## src/rtl/mdu_iter_if.sv

```systemverilog
// Handshake and result bundle for the iterative multiply/divide unit.
// The master (EX stage) drives the request and flush lines.
// The slave (mdu_iter) returns ready/valid and the HI/LO result pair.
interface mdu_iter_if #(
  parameter int WIDTH = 32
);
  logic             start;
  logic [1:0]       op;
  logic [WIDTH-1:0] a;
  logic [WIDTH-1:0] b;
  logic             flush;
  logic             ready;
  logic             valid;
  logic [WIDTH-1:0] hi;
  logic [WIDTH-1:0] lo;

  modport master (
    output start, op, a, b, flush,
    input  ready, valid, hi, lo
  );

  modport slave (
    input  start, op, a, b, flush,
    output ready, valid, hi, lo
  );
endinterface

```

## src/rtl/mdu_iter.sv

```systemverilog
// mdu_iter: multi-cycle multiply/divide unit feeding the HI/LO register pair.
// Operations: MULT, MULTU, DIV, DIVU.
//   - Products are written as {hi,lo}.
//   - Quotients go to lo and remainders go to hi.
// Signed operations run on magnitudes, and the result signs are fixed up
// at the end.
// Optional build macro MDU_FAST_MULT_EN: multiplies are computed in a single
// combinational step (IDLE -> FIX -> DONE). Divide always stays iterative.
module mdu_iter #(
  parameter int WIDTH = 32,
  parameter int CNT_W = 6
) (
  input  logic          clk,
  input  logic          rst,
  mdu_iter_if.slave     bus
);

  typedef enum logic [1:0] {IDLE, CALC, FIX, DONE} state_e;

  state_e             state_q, state_d;
  logic               is_div_q, is_div_d;
  logic [2*WIDTH-1:0] acc_q, acc_d;
  logic [WIDTH-1:0]   rem_q, rem_d;
  logic [WIDTH-1:0]   opb_q, opb_d;
  logic               neg_q, neg_d;
  logic               rneg_q, rneg_d;
  logic [CNT_W-1:0]   cnt_q, cnt_d;
  logic [WIDTH-1:0]   hi_q, hi_d;
  logic [WIDTH-1:0]   lo_q, lo_d;

  logic [WIDTH-1:0]   abs_a, abs_b;
  logic               sgn_op;
  logic [WIDTH:0]     mul_sum;
  logic [WIDTH:0]     shifted;
  logic [2*WIDTH-1:0] prod;
  logic [WIDTH-1:0]   quo;
  logic [WIDTH-1:0]   remv;

  assign abs_a  = bus.a[WIDTH-1] ? -bus.a : bus.a;
  assign abs_b  = bus.b[WIDTH-1] ? -bus.b : bus.b;
  assign sgn_op = ~bus.op[0];

`ifdef MDU_FAST_MULT_EN
  logic [2*WIDTH-1:0] fast_prod;
  assign fast_prod = {{WIDTH{1'b0}}, opb_q} * {{WIDTH{1'b0}}, acc_q[WIDTH-1:0]};
`endif

  assign bus.ready = (state_q == IDLE);
  assign bus.valid = (state_q == DONE);
  assign bus.hi    = hi_q;
  assign bus.lo    = lo_q;

  // Next-state and datapath logic; flush from any busy state overrides everything but reset
  always_comb begin
    state_d  = state_q;
    is_div_d = is_div_q;
    acc_d    = acc_q;
    rem_d    = rem_q;
    opb_d    = opb_q;
    neg_d    = neg_q;
    rneg_d   = rneg_q;
    cnt_d    = cnt_q;
    hi_d     = hi_q;
    lo_d     = lo_q;
    mul_sum  = '0;
    shifted  = '0;
    prod     = '0;
    quo      = '0;
    remv     = '0;

    unique case (state_q)
      IDLE: begin
        if (bus.start && !bus.flush) begin
          is_div_d = bus.op[1];
          cnt_d    = '0;
          rem_d    = '0;
          if (bus.op[1]) begin
            if (bus.b == '0) begin
              // A zero divisor makes every trial subtract succeed. The quotient
              // therefore becomes all ones and the dividend shifts unchanged
              // into the remainder. Latch the raw dividend and skip any sign fix.
              acc_d  = {{WIDTH{1'b0}}, bus.a};
              opb_d  = '0;
              neg_d  = 1'b0;
              rneg_d = 1'b0;
            end else begin
              acc_d  = {{WIDTH{1'b0}}, (sgn_op ? abs_a : bus.a)};
              opb_d  = sgn_op ? abs_b : bus.b;
              neg_d  = sgn_op & (bus.a[WIDTH-1] ^ bus.b[WIDTH-1]);
              rneg_d = sgn_op & bus.a[WIDTH-1];
            end
            state_d = CALC;
          end else begin
            acc_d  = {{WIDTH{1'b0}}, (sgn_op ? abs_b : bus.b)};
            opb_d  = sgn_op ? abs_a : bus.a;
            neg_d  = sgn_op & (bus.a[WIDTH-1] ^ bus.b[WIDTH-1]);
            rneg_d = 1'b0;
`ifdef MDU_FAST_MULT_EN
            state_d = FIX;
`else
            state_d = CALC;
`endif
          end
        end
      end
      CALC: begin
        if (is_div_q) begin
          shifted = {rem_q, acc_q[WIDTH-1]};
          if (shifted >= {1'b0, opb_q}) begin
            rem_d            = WIDTH'(shifted - {1'b0, opb_q});
            acc_d[WIDTH-1:0] = {acc_q[WIDTH-2:0], 1'b1};
          end else begin
            rem_d            = shifted[WIDTH-1:0];
            acc_d[WIDTH-1:0] = {acc_q[WIDTH-2:0], 1'b0};
          end
        end else begin
          mul_sum = {1'b0, acc_q[2*WIDTH-1:WIDTH]} + {1'b0, opb_q};
          acc_d   = acc_q[0] ? {mul_sum, acc_q[WIDTH-1:1]} : {1'b0, acc_q[2*WIDTH-1:1]};
        end
        cnt_d = cnt_q + 1'b1;
        if (cnt_q == CNT_W'(WIDTH - 1)) begin
          cnt_d   = '0;
          state_d = FIX;
        end
      end
      FIX: begin
        if (is_div_q) begin
          quo  = neg_q  ? -acc_q[WIDTH-1:0] : acc_q[WIDTH-1:0];
          remv = rneg_q ? -rem_q : rem_q;
          hi_d = remv;
          lo_d = quo;
        end else begin
`ifdef MDU_FAST_MULT_EN
          prod = fast_prod;
`else
          prod = acc_q;
`endif
          if (neg_q) begin
            prod = -prod;
          end
          hi_d = prod[2*WIDTH-1:WIDTH];
          lo_d = prod[WIDTH-1:0];
        end
        state_d = DONE;
      end
      DONE: begin
        state_d = IDLE;
      end
      default: begin
        state_d = IDLE;
      end
    endcase

    if (bus.flush && state_q != IDLE) begin
      state_d = IDLE;
      cnt_d   = '0;
      hi_d    = hi_q;
      lo_d    = lo_q;
    end
  end

  // State and datapath registers with synchronous active-low reset
  always_ff @(posedge clk) begin
    if (!rst) begin
      state_q  <= IDLE;
      is_div_q <= 1'b0;
      acc_q    <= '0;
      rem_q    <= '0;
      opb_q    <= '0;
      neg_q    <= 1'b0;
      rneg_q   <= 1'b0;
      cnt_q    <= '0;
      hi_q     <= '0;
      lo_q     <= '0;
    end else begin
      state_q  <= state_d;
      is_div_q <= is_div_d;
      acc_q    <= acc_d;
      rem_q    <= rem_d;
      opb_q    <= opb_d;
      neg_q    <= neg_d;
      rneg_q   <= rneg_d;
      cnt_q    <= cnt_d;
      hi_q     <= hi_d;
      lo_q     <= lo_d;
    end
  end

endmodule

```

## src/flat_wrapper.sv

```systemverilog
// flat-port wrapper written by rule: the top's interface ports become plain ports
module mdu_iter_flat 
#(
  parameter int WIDTH = 32,
  parameter int CNT_W = 6
)
  (clk, rst, bus_start, bus_op, bus_a, bus_b, bus_flush, bus_ready, bus_valid, bus_hi, bus_lo);
  mdu_iter_if #(.WIDTH(WIDTH)) bus_i ();
  input  logic clk;
  input  logic rst;
  input wire logic [$bits(bus_i.start)-1:0] bus_start;
  input wire logic [$bits(bus_i.op)-1:0] bus_op;
  input wire logic [$bits(bus_i.a)-1:0] bus_a;
  input wire logic [$bits(bus_i.b)-1:0] bus_b;
  input wire logic [$bits(bus_i.flush)-1:0] bus_flush;
  output wire logic [$bits(bus_i.ready)-1:0] bus_ready;
  output wire logic [$bits(bus_i.valid)-1:0] bus_valid;
  output wire logic [$bits(bus_i.hi)-1:0] bus_hi;
  output wire logic [$bits(bus_i.lo)-1:0] bus_lo;
  assign bus_i.start = bus_start;
  assign bus_i.op = bus_op;
  assign bus_i.a = bus_a;
  assign bus_i.b = bus_b;
  assign bus_i.flush = bus_flush;
  assign bus_ready = bus_i.ready;
  assign bus_valid = bus_i.valid;
  assign bus_hi = bus_i.hi;
  assign bus_lo = bus_i.lo;
  mdu_iter #(.WIDTH(WIDTH), .CNT_W(CNT_W)) u_core (.clk(clk), .rst(rst), .bus(bus_i));
endmodule
```

## config.mk

```make
export PLATFORM = sky130hd
export DESIGN_NAME = mdu_iter_flat
export DESIGN_NICKNAME = d
export VERILOG_FILES = /design/src/rtl/mdu_iter_if.sv /design/src/rtl/mdu_iter.sv /design/src/flat_wrapper.sv
export SDC_FILE = /design/constraint.sdc
export NUM_CORES = 1
export LEC_CHECK = 0
export ABC_AREA = 1
export CORE_MARGIN = 4
export CORE_UTILIZATION = 30
export DETAILED_ROUTE_END_ITERATION = 8
export SLEW_MARGIN = 20
export SYNTH_ARGS = -nofsm -noshare
export SYNTH_HDL_FRONTEND = slang
export SYNTH_SLANG_ARGS = --single-unit
```

## constraint.sdc

```tcl
create_clock -name clk -period 2.3 [get_ports clk]
set_input_delay 0.46 -clock clk [delete_from_list [all_inputs] [get_ports clk]]
set_output_delay 0.46 -clock clk [all_outputs]
set_load 0.01 [all_outputs]
```

==> flow_summary.ini, run 1 <==
[outcome]
status = finished, final reports clean

[layout]
area.growth.synth_to_final_pct = 41.0
design_area_um2 = 27600
nets = 4179
diodes = 0
drive_gt1_share_pct = 21.9
n_fill_cell = 7007
multiInputGateArea_um2 = 14000
fin_util_pct = 42.8
seq_area_um2 = 4130

[worst_setup_path]
path_class = reg -> reg
cp.depth = 14
path_max_fanout = 8
r2r_cells = 14
critPathSlowestCell = dfxtp_2
start_kind = flip-flop
reg2reg_to = u_core.rem_q[12]
end_kind = flip-flop
critPathMaxStageDelay_ns = 0.42
timing.rr.start = u_core.opb_q[26]
worst-path-buf-inv = 3
arrival_ns = 2.75
startpoint = u_core.opb_q[26]
rrSetupSlack_ns = 0.04
cp_cell_sequence = inv_1 > ha_4 > nand2_1 > nor2_2 > nand2_1 > nor2_2 > nand3_2 > nand3_2 > nor2_4 > buf_6 > clkbuf_16 > nand3_1 > nand3_1 > a21oi_1
cp_top_family = simple AND/OR/NAND/NOR gates
cp.required_ns = 2.79

[sta]
fin_crit_sh_pct = 98.0
tightest_slew_ns = 0.752
skew_ns = 0.0171
max_slew_margin_pct = 49.8
min_period_ns = 2.26
max_freq_mhz = 443
hold_viol = 0
rsz0062_at_grt = yes
drv_slew = 0
finalSetupViolations = 0

[hold_path]
whs_path_depth = 3
min_from = rst
holdPathEnd = u_core.acc_q[10]
hp-class = in -> reg

[floorplanning]
die_y_um = 264
die-area_um2 = 69500
core-area_um2 = 64600
start_util_pct = 30.4
io_pins = 136
die_w_um = 264
row_count = 93

[synth]
ys_top_cells_by_area = dfxtp_1 21%, nand2_1 20%, inv_1 9.0%
synth_nets = 3604
synthCells = 3459
syn_area_um2 = 19600
yosys.area.top_type = dfxtp_1
yosysSeqAreaShare_pct = 20.7
ys_seq_elements = 203
synth_top_cell_area_share_pct = 20.7
synth-warning-count = 0
avgSynthCellArea_um2 = 5.67
ys.flop_type = dfxtp_1
synth_edf_count = 0
synth_cell_types = 52
synth.top_cells.by_count = 1,020 x nand2_1, 469 x inv_1, 343 x nor2_1, 342 x nand3_1, 258 x a21oi_1
synthArstFlopShare_pct = 0
yosysMostFrequentCell = nand2_1

[cts]
cts_root_buffer = clkbuf_16
clk_latency_ns = 0.57
cts_tree = done
clkTransAtPathRegs_ns = 0.06
htree_levels = 1
cts_buffer_depth = 3
cts-buffers-inserted = 26
numClockSinks = 203
hold_buffers = 0

[power]
vdd_drop_max_v = 0.000677
p_per_area_nw_per_um2 = 763
total_power_uw = 21100
power_leakage_uw = 0.0135

[placed_design]
place_congestion = 1.02
hpwlAfterDp_mm = 76.8
placed_area_um2 = 25600
port_buffers = 135

[drt]
viasPerCell = 5.14
drt_wl_total_mm = 94.4
first_iter_violations = 2243
drt_first_pass_iters = 6
num_vias = 25200
final_antenna_net_count = 0
drc_errors = 0
wl_per_cell_um = 19.2

[global_routing]
antenna_found_initial = 1
grt_overflow = 0
grt_pass1_vias = 23300
grt_util_all_layers_pct = 25.4
grt_pass1_wl_mm = 138
grt_max_degree = 75

[flow_run]
max-cap-violations = 0
-- how the worst max path moves through the flow --
stage	to	slack (ns)
after floorplan	u_core.bus.hi[28]	0.03
after global placement	u_core.acc_q[20]	-0.50
after detailed placement	u_core.acc_q[20]	-0.51
after CTS	u_core.acc_q[57]	-0.04
after global routing	u_core.acc_q[57]	-0.06
final	u_core.rem_q[12]	0.04
-- cells in the final DEF, fill, tap and decap left out, drive strengths merged, types with 2 or more instances in the layout --
cell	Yosys	routed
xnor2	20	20
or2	6	6
a31oi	29	29
and2	6	6
a21oi	264	264
clkinvlp	0	2
o21bai	6	6
nor4	3	3
dlymetal6s2s	0	2
bufinv	0	4
clkbuf	87	39
o211ai	41	41
nand3	351	351
clkdlybuf4s50	0	131
nor2	375	375
a21o	3	3
nand3b	12	12
o221ai	16	16
clkinv	3	5
nand4	37	37
ha	73	73
buf	44	543
a211oi	3	3
a221oi	27	27
dfxtp	203	203
nor3	47	47
o21ai	223	223
inv	477	478
and3	3	3
nand2	1036	1036
fa	2	2
xor2	53	53
a22oi	5	5
-- cells by family after synthesis --
kind of cell	synth area share [%]
DFF	20.7
buffers and inverters	12.7
and+or+nand+nor	40.8
adders and majority gates	4.86
AOI/OAI and AO/OA	17.7
xor gates and xnor gates	3.26
-- power by group --
group	internal, µW	switching, µW	total, µW	leakage, µW
Combinational	4730	7120	11900	0.0114
Clock	2650	1720	4370	0.000425
Sequential	4190	674	4860	0.00167
-- per-stage QoR --
step | setup TNS [ns] | setup WS (ns) | hold WS (ns) | instances
4_1_cts | -0.0590 | -0.0367 | 0.215 | 4896
5_1_grt | -0.985 | -0.0603 | 0.238 | 4906
6_report | 0 | 0.0449 | 0.239 | 4906
3_5_place_dp | -28.23 | -0.506 | 0.460 | 4850
2_1_floorplan | 0 | 0.0251 | 0.445 | 3459
3_3_place_gp | -27.17 | -0.496 | 0.454 | 4850
-- state kept, by name (all words and copies together), names as in the netlist --
register         cells
u_core.acc_q        64
u_core.bus.hi       32
u_core.bus.lo       32
u_core.cnt_q         6
u_core.is_div_q      1
u_core.neg_q         1
u_core.opb_q        32
u_core.rem_q        32
u_core.rneg_q        1
u_core.state_q       2
-- metal layers --
metal	GRT usage, %	routed length, µm
met1	32.4	39800
met2	43.4	44000
met3	1.95	4930
met4	12.2	5660
met5	0	13
-- cell type report --
type,instances,share of cell area [%]
timing repair buffer,679,20.9
inverter,480,6.54
multi-input combinational,2644,50.5
tap,855,3.87
clock buffer,36,2.64
clock inverter,9,0.557
sequential,203,14.9
-- repair_timing --
| item | in CTS | in global routing |
|---|---|---|
| setup endpoints to repair | 48 | 91 |
| resized for setup | 38 | 223 |
| setup buffers | 1 | 7 |
| cloned | 0 | 5 |
| pin swaps | 6 | 35 |
-- worst register-to-register path, cell delays in order (launching register included) --
cell	delay, ns
dfxtp_2	0.42
inv_1	0.10
ha_4	0.30
nand2_1	0.08
nor2_2	0.20
nand2_1	0.09
nor2_2	0.10
nand3_2	0.12
nand3_2	0.11
nor2_4	0.07
buf_6	0.14
clkbuf_16	0.16
nand3_1	0.08
nand3_1	0.08
a21oi_1	0.14
Power figures use the tool's default switching activity.
==> run 2: changes to the inputs <==
--- a/config.mk
+++ b/config.mk
@@ -6,8 +6,10 @@
 export NUM_CORES = 1
 export LEC_CHECK = 0
 export ABC_AREA = 1
+export ABC_CLOCK_PERIOD_IN_PS = 2300
 export CORE_MARGIN = 4
 export CORE_UTILIZATION = 30
+export CTS_CLUSTER_DIAMETER = 30
 export DETAILED_ROUTE_END_ITERATION = 8
 export SLEW_MARGIN = 20
 export SYNTH_ARGS = -nofsm -noshare
==> flow_summary.ini, run 2 (synthesis gave the netlist of run 1 again) <==
[outcome]
status = finished, final reports clean

[sta]
min_period_ns = 2.30
drv_slew = 0
rsz0062_at_grt = yes
finalSetupViolations = 0
max_freq_mhz = 436
hold_viol = 0
max_slew_margin_pct = 49.0
finalWorstSetupSlack_ns = 0.00394
fin_crit_sh_pct = 99.8
tightest_slew_ns = 0.764
tns_ns = 0
skew_ns = 0.0516

[placed_design]
place_congestion = 1.02
hpwlAfterDp_mm = 76.8
post-place-ws_ns = -0.506
port_buffers = 135
placed_area_um2 = 25600

[global_routing]
grt_max_degree = 75
antenna_found_initial = 0
grt_pass1_wl_mm = 139
grt_util_all_layers_pct = 25.6
top_usage_layer = met2
grtUsageMet1_pct = 32.3
gr-usage-met2_pct = 43.7
grt_overflow = 0
use_met3_pct = 2.68
grt_pass1_vias = 23600

[floorplanning]
die-area_um2 = 69500
io_pins = 136
die_y_um = 264
die_w_um = 264
core-area_um2 = 64600
start_util_pct = 30.4
row_count = 93

[hold_path]
hp-class = in -> reg

[power]
power_leakage_uw = 0.0139
p_per_area_nw_per_um2 = 843
combPwrFrac_pct = 49.1
power_frac_clock_pct = 30.7
vdd_drop_max_v = 0.000968
p_switching_uw = 10200
switching_share_pct = 42.4
power_frac_seq_pct = 20.2
p_int_uw = 13900

[worst_setup_path]
arrival_ns = 2.82
start_kind = flip-flop
cp.required_ns = 2.83
path_class = reg -> reg
end_kind = flip-flop
path_max_fanout = 4

[layout]
nets = 4206
largest_register = u_core.acc_q
final_common_cell = nand2_1
diodes = 0
largest_register_ff_count = 64
layout_common_cells = 956 x nand2_1, 511 x buf_4, 451 x inv_1
drive_gt1_share_pct = 22.9
area.growth.synth_to_final_pct = 46.0
design_area_um2 = 28600

[cts]
clk_latency_ns = 0.61
cts_tree = done
clkTransAtPathRegs_ns = 0.05
htree_levels = 2
cts_root_buffer = clkbuf_16
numClockSinks = 203
cts_buffer_depth = 3
cts-buffers-inserted = 51

[drt]
drt_first_pass_iters = 6
drc_errors = 0
drt_wl_total_mm = 94.8
num_vias = 25300
first_iter_violations = 2189
wl_per_cell_um = 19.1
viasPerCell = 5.11
final_antenna_net_count = 0

[flow_run]
max-cap-violations = 0
==> run 2: cell types whose count changed in the layout (fill, tap and decap cells not counted), sizes merged <==
cell / before / now
clkinv: 5 / 18
clkinvlp: 2 / 4
buf: 543 / 545
dlygate4sd2: 0 / 1
bufinv: 4 / 6
dlymetal6s2s: 2 / 1
clkbuf: 39 / 68
inv: 478 / 480
==> run 2: layout make-up <==
type / count / area (µm²)
tap: 855 / 1070
clock buffer: 65 / 1390
fill: 6912 / 36000
sequential: 203 / 4140
clock inverter: 28 / 392
inverter: 480 / 1810
timing repair buffer: 681 / 5800
multi-input combinational: 2644 / 14000
==> run 2: timing repair <==
| item | 4_1_cts | 5_1_grt |
|---|---|---|
| pin swaps | 9 | 41 |
| hold buffers | 0 | 0 |
| gates cloned | 1 | 4 |
| resized for setup | 59 | 226 |
| setup buffers | 3 | 9 |
| endpoints found under the setup margin | 49 | 79 |
==> run 2: path summary, 6_finish.rpt <==
kind,cells after the start,from,end,slack [ns]
worst max-delay path,15,u_core.acc_q[31],u_core.rem_q[28],0.004
worst min-delay path,3,rst,u_core.acc_q[17],0.18
worst max register to register,15,u_core.acc_q[31],u_core.rem_q[28],0.004
worst min register to register,2,u_core.bus.hi[0],u_core.bus.hi[0],0.48
==> run 2: worst max-delay path: stages (launching register included) <==
cell and delay, ns:
dfxtp_1 0.34, inv_2 0.13, ha_1 0.16, inv_1 0.06, fa_2 0.45, nand3_2 0.12
nand3_4 0.10, nand3_1 0.10, nand2_2 0.12, nand2_2 0.12, nand2_1 0.07, nand2_1 0.08
nand2_1 0.08, nand2_1 0.07, nand3_1 0.06, a21oi_1 0.14
==> run 2: metal layers <==
| layer | share of wire (%) | vias to the layer above |
|---|---|---|
| li1 | - | 12500 |
| met1 | 42 | 11700 |
| met2 | 47 | 905 |
| met3 | 5.2 | 230 |
| met4 | 6.1 | 0 |
| met5 | 0 | - |
==> run 2: stage by stage <==
stage          util (%)  cells  hold slack, ns  total power, µW
3_3_place_gp       39.7   4850           0.454            16000
2_1_floorplan         -   3459           0.445            10600
4_1_cts            42.7   4947           0.162            23500
6_report           44.3   4956           0.181            24100
5_1_grt            44.3   4956           0.190            25400
3_5_place_dp       39.7   4850           0.460            16000
==> run 2: power by group through the flow <==
| stage | Sequential [µW] | Combinational (µW) | Clock, µW |
|---|---|---|---|
| floorplan | 4790 | 5830 | 0 |
| global placement | 4890 | 11100 | 0 |
| detailed placement | 4880 | 11100 | 0 |
| CTS | 4830 | 11300 | 7450 |
| global route | 4910 | 12800 | 7660 |
| finish | 4870 | 11800 | 7400 |
